==> src/rtl/alu_issue_queue.sv <==
// alu_issue_queue: request FIFO in front of the ALU, plus the issue controller.
// Requests are popped one at a time, driven to the ALU on registered operands,
// and each tagged result (or timeout) is held on a valid/ready output port
// together with the measured ALU latency.
module alu_issue_queue #(
   parameter int DEPTH   = 4,
   parameter int TAG_W   = 4,
   parameter int TIMEOUT = 64
) (
   input  logic                     clk,
   input  logic                     rst,
   input  logic                     in_valid,
   output logic                     in_ready,
   input  logic [3:0]               in_opcode,
   input  logic [15:0]              in_a,
   input  logic [15:0]              in_b,
   input  logic [TAG_W-1:0]         in_tag,
   output logic                     alu_start,
   output logic [3:0]               alu_opcode,
   output logic [15:0]              alu_a,
   output logic [15:0]              alu_b,
   input  logic                     alu_busy,
   input  logic                     alu_done,
   input  logic [31:0]              alu_result,
   output logic                     out_valid,
   input  logic                     out_ready,
   output logic [31:0]              out_result,
   output logic [TAG_W-1:0]         out_tag,
   output logic [7:0]               out_cycles,
   output logic                     out_timeout,
   output logic [$clog2(DEPTH):0]   occupancy
);

   localparam int AW = $clog2(DEPTH);

   typedef struct packed {
      logic [3:0]       opcode;
      logic [15:0]      a;
      logic [15:0]      b;
      logic [TAG_W-1:0] tag;
   } req_t;

   typedef enum logic [1:0] {IDLE, ISSUE, WAIT} state_t;

   req_t             mem [DEPTH];
   logic [AW-1:0]    wr_ptr;
   logic [AW-1:0]    rd_ptr;
   logic [AW:0]      count;
   state_t           state;
   state_t           state_next;
   logic [7:0]       cnt;
   logic [8:0]       cnt_inc;
   logic [TAG_W-1:0] tag_hold;
   logic             full;
   logic             empty;
   logic             push;
   logic             pop;
   logic             timeout_hit;

   // Full/empty come from registered count only: no write-through on a full FIFO.
   always_comb begin
      full        = (count == (AW+1)'(DEPTH));
      empty       = (count == '0);
      in_ready    = !full;
      push        = in_valid && !full;
      pop         = (state == IDLE) && !empty && !out_valid && !alu_busy;
      cnt_inc     = {1'b0, cnt} + 9'd1;
      timeout_hit = (cnt_inc == 9'(TIMEOUT));
      alu_start   = (state == ISSUE);
      occupancy   = count;
   end

   // Request storage; contents need no reset since count gates every read.
   always_ff @(posedge clk) begin
      if (push) mem[wr_ptr] <= '{opcode: in_opcode, a: in_a, b: in_b, tag: in_tag};
   end

   // FIFO pointers and occupancy; pointers wrap naturally at the power-of-two depth.
   always_ff @(posedge clk) begin
      if (rst) begin
         wr_ptr <= '0;
         rd_ptr <= '0;
         count  <= '0;
      end else begin
         if (push) wr_ptr <= wr_ptr + AW'(1);
         if (pop)  rd_ptr <= rd_ptr + AW'(1);
         case ({push, pop})
            2'b10:   count <= count + (AW+1)'(1);
            2'b01:   count <= count - (AW+1)'(1);
            default: count <= count;
         endcase
      end
   end

   // Issue FSM state register.
   always_ff @(posedge clk) begin
      if (rst) state <= IDLE;
      else     state <= state_next;
   end

   // Issue FSM next state: a done pulse in WAIT wins over a coincident timeout.
   always_comb begin
      state_next = state;
      case (state)
         IDLE:    if (pop) state_next = ISSUE;
         ISSUE:   state_next = WAIT;
         WAIT:    if (alu_done || timeout_hit) state_next = IDLE;
         default: state_next = IDLE;
      endcase
   end

   // Operand/tag capture on pop, latency counter, and the result holding register.
   // Operands only move on a pop, so they stay stable through the done cycle.
   always_ff @(posedge clk) begin
      if (rst) begin
         alu_opcode  <= '0;
         alu_a       <= '0;
         alu_b       <= '0;
         tag_hold    <= '0;
         cnt         <= '0;
         out_valid   <= 1'b0;
         out_result  <= '0;
         out_tag     <= '0;
         out_cycles  <= '0;
         out_timeout <= 1'b0;
      end else begin
         if (pop) begin
            alu_opcode <= mem[rd_ptr].opcode;
            alu_a      <= mem[rd_ptr].a;
            alu_b      <= mem[rd_ptr].b;
            tag_hold   <= mem[rd_ptr].tag;
         end
         if (state == ISSUE) cnt <= '0;
         else if (state == WAIT) cnt <= cnt_inc[7:0];
         if (out_valid && out_ready) out_valid <= 1'b0;
         // Issue is blocked while out_valid is high, so completion never clobbers a result.
         if (state == WAIT && (alu_done || timeout_hit)) begin
            out_valid   <= 1'b1;
            out_tag     <= tag_hold;
            out_cycles  <= cnt_inc[8] ? 8'hFF : cnt_inc[7:0];
            out_timeout <= !alu_done;
            out_result  <= alu_done ? alu_result : 32'd0;
         end
      end
   end

endmodule

==> config.mk <==
export PLATFORM = sky130hd
export DESIGN_NAME = alu_issue_queue
export DESIGN_NICKNAME = d
export VERILOG_FILES = /design/src/rtl/alu_issue_queue.sv
export SDC_FILE = /design/constraint.sdc
export NUM_CORES = 1
export LEC_CHECK = 0
export ABC_AREA = 1
export BUFFER_PORTS_ARGS = -buffer_cell sky130_fd_sc_hd__buf_2
export CAP_MARGIN = 5
export CORE_ASPECT_RATIO = 1.4
export CORE_MARGIN = 3
export CORE_UTILIZATION = 50
export DETAILED_ROUTE_END_ITERATION = 8
export MAX_ROUTING_LAYER = met4
export PLACE_DENSITY = 0.79
export SLEW_MARGIN = 20
export SYNTH_ARGS = -nofsm -noshare
export SYNTH_HDL_FRONTEND = slang
export SYNTH_SLANG_ARGS = --single-unit
==> constraint.sdc <==
create_clock -name clk -period 2.9 [get_ports clk]
set_input_delay 0.435 -clock clk [delete_from_list [all_inputs] [get_ports clk]]
set_output_delay 0.435 -clock clk [all_outputs]
set_load 0.01 [all_outputs]
# ---- Word level (Yosys, flattened, before mapping)
# Memories as Yosys holds them, arrays and structs flattened. A register that Yosys moved wholly into a read port is not among the register bits.
# Cells that the tools add are included.
dict set report op_classes {
  addsub 5
  n_mul 0
  div 0
  n_lt_le_gt_ge 0
  eq_ne 8
  shifts 0
  n_mux 10
  n_bitwise 0
  reduce_logical 18
}
# op n
set ops {}
lappend ops {{32-bit 2-to-1 mux} 1}
lappend ops {{8-bit by 1-bit adder with 9-bit output, second input constant} 1}
lappend ops {{9-bit by 7-bit equality test with 1-bit output, second input constant} 1}
lappend ops {{8-bit 2-to-1 mux} 1}
lappend ops {{1-bit logical AND} 6}
lappend ops {{2-bit case mux with 3 select lines} 1}
lappend ops {{3-bit case mux with 2 select lines} 1}
lappend ops {{1-bit logical NOT} 5}
lappend ops {{2-bit by 1-bit adder with 2-bit output, second input constant} 2}
lappend ops {{2-bit by 1-bit equality test with 1-bit output, second input constant} 2}
lappend ops {{2-bit equality test, second input constant} 2}
lappend ops {{1-bit 2-to-1 mux} 4}
lappend ops {{2-bit 2-to-1 mux} 2}
lappend ops {{2-bit != test, second input constant} 2}
lappend ops {{2-bit nonzero test} 2}
lappend ops {{3-bit by 1-bit adder with 3-bit output, second input constant} 1}
lappend ops {{3-bit equality test, second input constant} 1}
lappend ops {{3-bit logical NOT} 1}
lappend ops {{3-bit by 1-bit subtractor with 3-bit output, second input constant} 1}
lappend ops {{2-bit logical NOT} 1}
lappend ops {{2-bit AND reduction} 1}
lappend ops {{2-bit OR reduction} 1}
lappend ops {{1-bit logical OR} 1}
dict set report totals {
  ff_bits 63
  latchBits 0
  ramBits 160
  rom_bits 0
  input_bits 78
  out_inout_bits 87
  elab_cells 52
  memories 1
}
# memory depth word_bits read_ports rd_ports_with_merged_regs wr line
set memory_table {}
lappend memory_table {mem 4 40 1 1 1 45} ;# req_t mem [DEPTH];

# ---- Longest topological paths before layout
dict set report depth {
  word_depth 7
  depth_mapped 13
  depth_no_buf 11
}

# ---- Least setup slack after synthesis
# No wires, ideal clock.
dict set report synth_timing {
  path_kind {reg2reg}
  startpoint {register count[1], in the netlist occupancy[1]}
  endpoint {memory mem[0][0] in the netlist's numbering (enable)}
  setup_time_ps 438
  t_arrival_ps 2531
  required_time_ps 2462
  path_slack_ps -68
  path_stages_with_launch 5
  path_buffers 0
  synth_period_minus_slack_ps 2968
  path_cell_list {dfxtp_1 -> inv_1 -> nand3_1 -> nand2_1 -> nor2_1}
}
dict set report synth_via {
  elab_chain_cells 5
}
# element line
set synth_rtl {}
lappend synth_rtl {{start, declared} 48} ;# logic [AW:0] count;
lappend synth_rtl {{start signal, assigned} 88} ;# 2'b10: count <= count + (AW+1)'(1);
lappend synth_rtl {{start signal, assigned} 89} ;# 2'b01: count <= count - (AW+1)'(1);
lappend synth_rtl {{start signal, assigned} 90} ;# default: count <= count;
lappend synth_rtl {{3-bit equality test} 62} ;# full = (count == (AW+1)'(DEPTH));
lappend synth_rtl {{1-bit logical NOT} --}
lappend synth_rtl {{net in_ready} 13} ;# output logic in_ready,
lappend synth_rtl {{1-bit logical AND} 65} ;# push = in_valid && !full;
lappend synth_rtl {{1-bit 2-to-1 mux} 75} ;# if (push) mem[wr_ptr] <= '{opcode: in_opcode, a: in_a, b: in_b, tag: in_tag};
lappend synth_rtl {{1-bit 2-to-1 mux (implied by the code)} 75}
lappend synth_rtl {{end, declared} 45}
# The timed path passes the listed nets, and every way through them passes these cells.

# ---- Final worst setup path
dict set report layout_timing {
  startpoint {register cnt[0]}
  endpoint {register out_result[8]}
}
dict set report layout_via {
  elab_chain_cells 4
}
# element line
set layout_rtl {}
lappend layout_rtl {{start, declared} 51} ;# logic [7:0] cnt;
lappend layout_rtl {{start signal, assigned} 134} ;# else if (state == WAIT) cnt <= cnt_inc[7:0];
lappend layout_rtl {{8-bit by 1-bit adder with 9-bit output} 67} ;# cnt_inc = {1'b0, cnt} + 9'd1;
lappend layout_rtl {{9-bit by 7-bit equality test with 1-bit output} 68} ;# timeout_hit = (cnt_inc == 9'(TIMEOUT));
lappend layout_rtl {{1-bit logical OR} 137} ;# if (state == WAIT && (alu_done || timeout_hit)) begin
lappend layout_rtl {{1-bit logical AND} 137}
lappend layout_rtl {{end signal, assigned} 142} ;# out_result <= alu_done ? alu_result : 32'd0;
lappend layout_rtl {{end, declared} 27} ;# output logic [31:0] out_result,
# No other way between the ends.
# A chain may end at the register's enable or synchronous reset.

==> out/summary.txt <==
CP max FO - 38
Clk_lat worst skew - 0.52 ns
Core ar. - 19400 sq um
Initial antenna violation count - 4
Static leakage - 4.49 nW
Final HPWL DP - 12.2 mm
Required time of the critical path - 3.34 ns
Non-Filler Instances - 1329
Placed Area - 11000 sq um
VDD IR-drop max - 881 uV
Grt ovf - 0
Int Power - 6.85 mW
CTS Hold Buffers Added - 0
Fill cell count - 1561
Pwr Density - 831 nW/um^2
Post-synthesis sequential area ratio - 69.4%
Routability Congestion - 0.802
Max stage delay cell, worst path - dfxtp_1
RSZ-0062 raised after global routing - false
Post-Syn Nets - 993
Max-Cap Viols - 0
Die Footprint - 21500 sq um
Placed cells - 1279
Register share of total power - 48.5%
Total Wirelength - 21.3 mm
Comb power frac - 20.7%
Share of cells above drive strength 1 - 23.5%
Global-route wire length before repair - 33.3 mm
Clock skew - 0.0180 ns
Synthesis warning total - 0
CTS buffer count - 25
Switch share - 29.6%
Final Hold Vio Count - 0
Initial DRC count - 417
Count of different cell masters after synthesis - 31
Via Count - 7027
CTS Root Cell - clkbuf_16
Area delta synth->final - 18.5%
Max Root-Sink Buffers - 3
CTS tree - yes
Status - completed
Crit path max-delay family - simple AND/OR/NAND/NOR gates
R2R setup slack - 0.84 ns
Hold Crit Class - in2reg
Clock Power Share - 30.7%
DRC - 0
Buffers on Ports - 164
Nets - 1144
Slowest cell delay on critical path - 0.40 ns
GRT Util Overall - 19.5%
Clk slew on worst S/H paths - 0.06 ns
Final Setup Violations - 0
Clock sink total - 263
CP Launch Type - flip-flop
Setup CP Type - reg2reg
Minimum clock period - 2.06 ns
Fin util - 60.5%
Fin area - 11700 sq um
Io pins - 165
Die width - 125 microns
Cts repair resizes - 0
WP buf/inv - 1
Effective utilization at floorplan - 51.1%
Die Y-Extent - 172 microns
H-tree depth - 1
Final TNS setup - 0 ns
Largest net degree at the start of global routing - 83
Worst slew pin tran - 0.885 ns
Via density - 5.29
Post-CTS Setup Inserts - 0
Vias in the first global route - 6866
Worst EP arrival - 2.50 ns
Slew Viols, Final - 0
Most frequent CP cell - nand2_1
1st-pass router iterations - 5
Routed Antenna Nets - 0
DR WL/cell - 16.0 microns
Syn avg cell area - 10.9 sq um
Post-Syn Instances - 907
Max frequency - 485 MHz
CP Cell Sequence - ha_1 > nand3_2 > nor2_1 > nand2_1 > nand2_1 > nor2_1 > nand3_2 > nand2_2 > nand2_2 > buf_4 > nand2_1 > a21oi_1
Period utilization - 71.1%
CP endpoint kind - flip-flop
Synthesized flop and latch total - 263
Slew headroom - 41.0%
Row count - 60
Mapped cell area - 9900 sq um
P_sw - 2.89 mW
## per-stage QoR
| stage | power, mW | setup slack (ns) | hold WS, ns |
|---|---|---|---|
| finish | 9.74 | 0.837 | 0.130 |
| CTS | 9.84 | 0.818 | 0.102 |
| detailed placement | 6.83 | 0.782 | 0.450 |
| global placement | 6.75 | 0.781 | 0.446 |
| global route | 10.2 | 0.583 | 0.112 |
| floorplan | 6.06 | -0.0680 | 0.458 |
## power by group through the flow
stage / Combinational [mW] / Sequential (mW) / Clock, mW
after floorplan: 1.19 / 4.87 / 0
after global placement: 1.96 / 4.79 / 0
final: 2.02 / 4.73 / 2.99
after detailed placement: 2.04 / 4.79 / 0
after global routing: 2.27 / 4.77 / 3.21
after CTS: 2.05 / 4.73 / 3.06
## layout make-up
type	count	area, sq um	share of cell area, %
Clock buffer	32	662	5.65
Sequential cell	263	6870	58.6
Inverter	32	120	1.02
Antenna cell	4	10.0	0.0854
Clock inverter	14	95.1	0.811
Tap cell	248	310	2.65
Multi-Input combinational cell	556	2710	23.1
Timing Repair Buffer	180	953	8.13
## flip-flops by register name, indices dropped and copies added (netlist names)
name and count:
mem 160, alu_b 16, cnt 8, out_valid 1
out_result 32, tag_hold 4, wr_ptr 2, occupancy 3
out_timeout 1, alu_opcode 4, rd_ptr 2, alu_a 16
state 2, out_tag 4, out_cycles 8
## Yosys cell counts, drive strengths merged
cell / instances / area share, %
nor2: 193 / 7.4
edfxtp: 160 / 49
o21ai: 130 / 6.6
dfxtp: 103 / 21
nand2: 96 / 3.9
a21oi: 55 / 3.2
a31oi: 40 / 2.5
clkbuf: 40 / 1.5
inv: 29 / 1.1
buf: 16 / 0.96
nand3: 16 / 0.91
ha: 7 / 0.88
o211ai: 4 / 0.30
clkinv: 3 / 0.11
nand3b: 3 / 0.23
xnor2: 3 / 0.27
nor3: 2 / 0.10
o21bai: 2 / 0.15
or2: 2 / 0.13
fa: 1 / 0.20
nor4: 1 / 0.063
o21a: 1 / 0.076
## logic make-up (layout without fill, tap and decap cells)
group / count (synthesis) / in the layout / share of synthesized area, %
AO/OA/AOI/OAI: 232 / 232 / 12.8
XOR/XNOR: 3 / 3 / 0.266
adder cells (fa/ha/maj): 8 / 8 / 1.09
buffers and inverters: 88 / 258 / 3.69
flip-flops: 263 / 263 / 69.4
other: 0 / 4 / 0
AND/OR/NAND/NOR: 313 / 313 / 12.8
## layout by cell type, fill, tap and decap left out, types with 3 or more instances in the layout
master       n
nand2_1     84
nand3b_1     3
o211ai_1     4
clkinv_1     8
xnor2_1      3
inv_1       27
buf_4       15
o21ai_0    130
ha_1         7
nand3_1     14
clkbuf_1     6
a21oi_1     45
dfxtp_1    101
nor2_1     186
a31oi_1     40
a21oi_2     10
nand2_2     12
clkbuf_16   25
nor2_4       5
diode_2      4
buf_2      164
edfxtp_1   160
clkinv_2     6
## worst reg2reg max path: cells and delay by family, from the launching register on
family	cells	cell delay [ns]
DFF	1	0.40
AOI/OAI and AO/OA	1	0.16
buffers and inverters	1	0.39
and+or+nand+nor	9	0.82
adders and majority gates	1	0.23
## final timing paths
check                start       endpoint  cells after the start
min reg2reg  out_result[5]  out_result[5]                      2
max                 cnt[0]  out_result[8]                     12
min               in_a[11]     mem[3][31]                      1
max reg2reg         cnt[0]  out_result[8]                     12
## metal layers
metal | track usage (%) | vias to the layer above | wire [microns]
met4 | 6.98 | 0 | 570
met2 | 35.1 | 239 | 10900
li1 | - | 3443 | -
met1 | 21.8 | 3291 | 8380
met3 | 3.89 | 54 | 1410
met5 | - | - | 0
No activity file was read; power rests on OpenSTA's default activity.
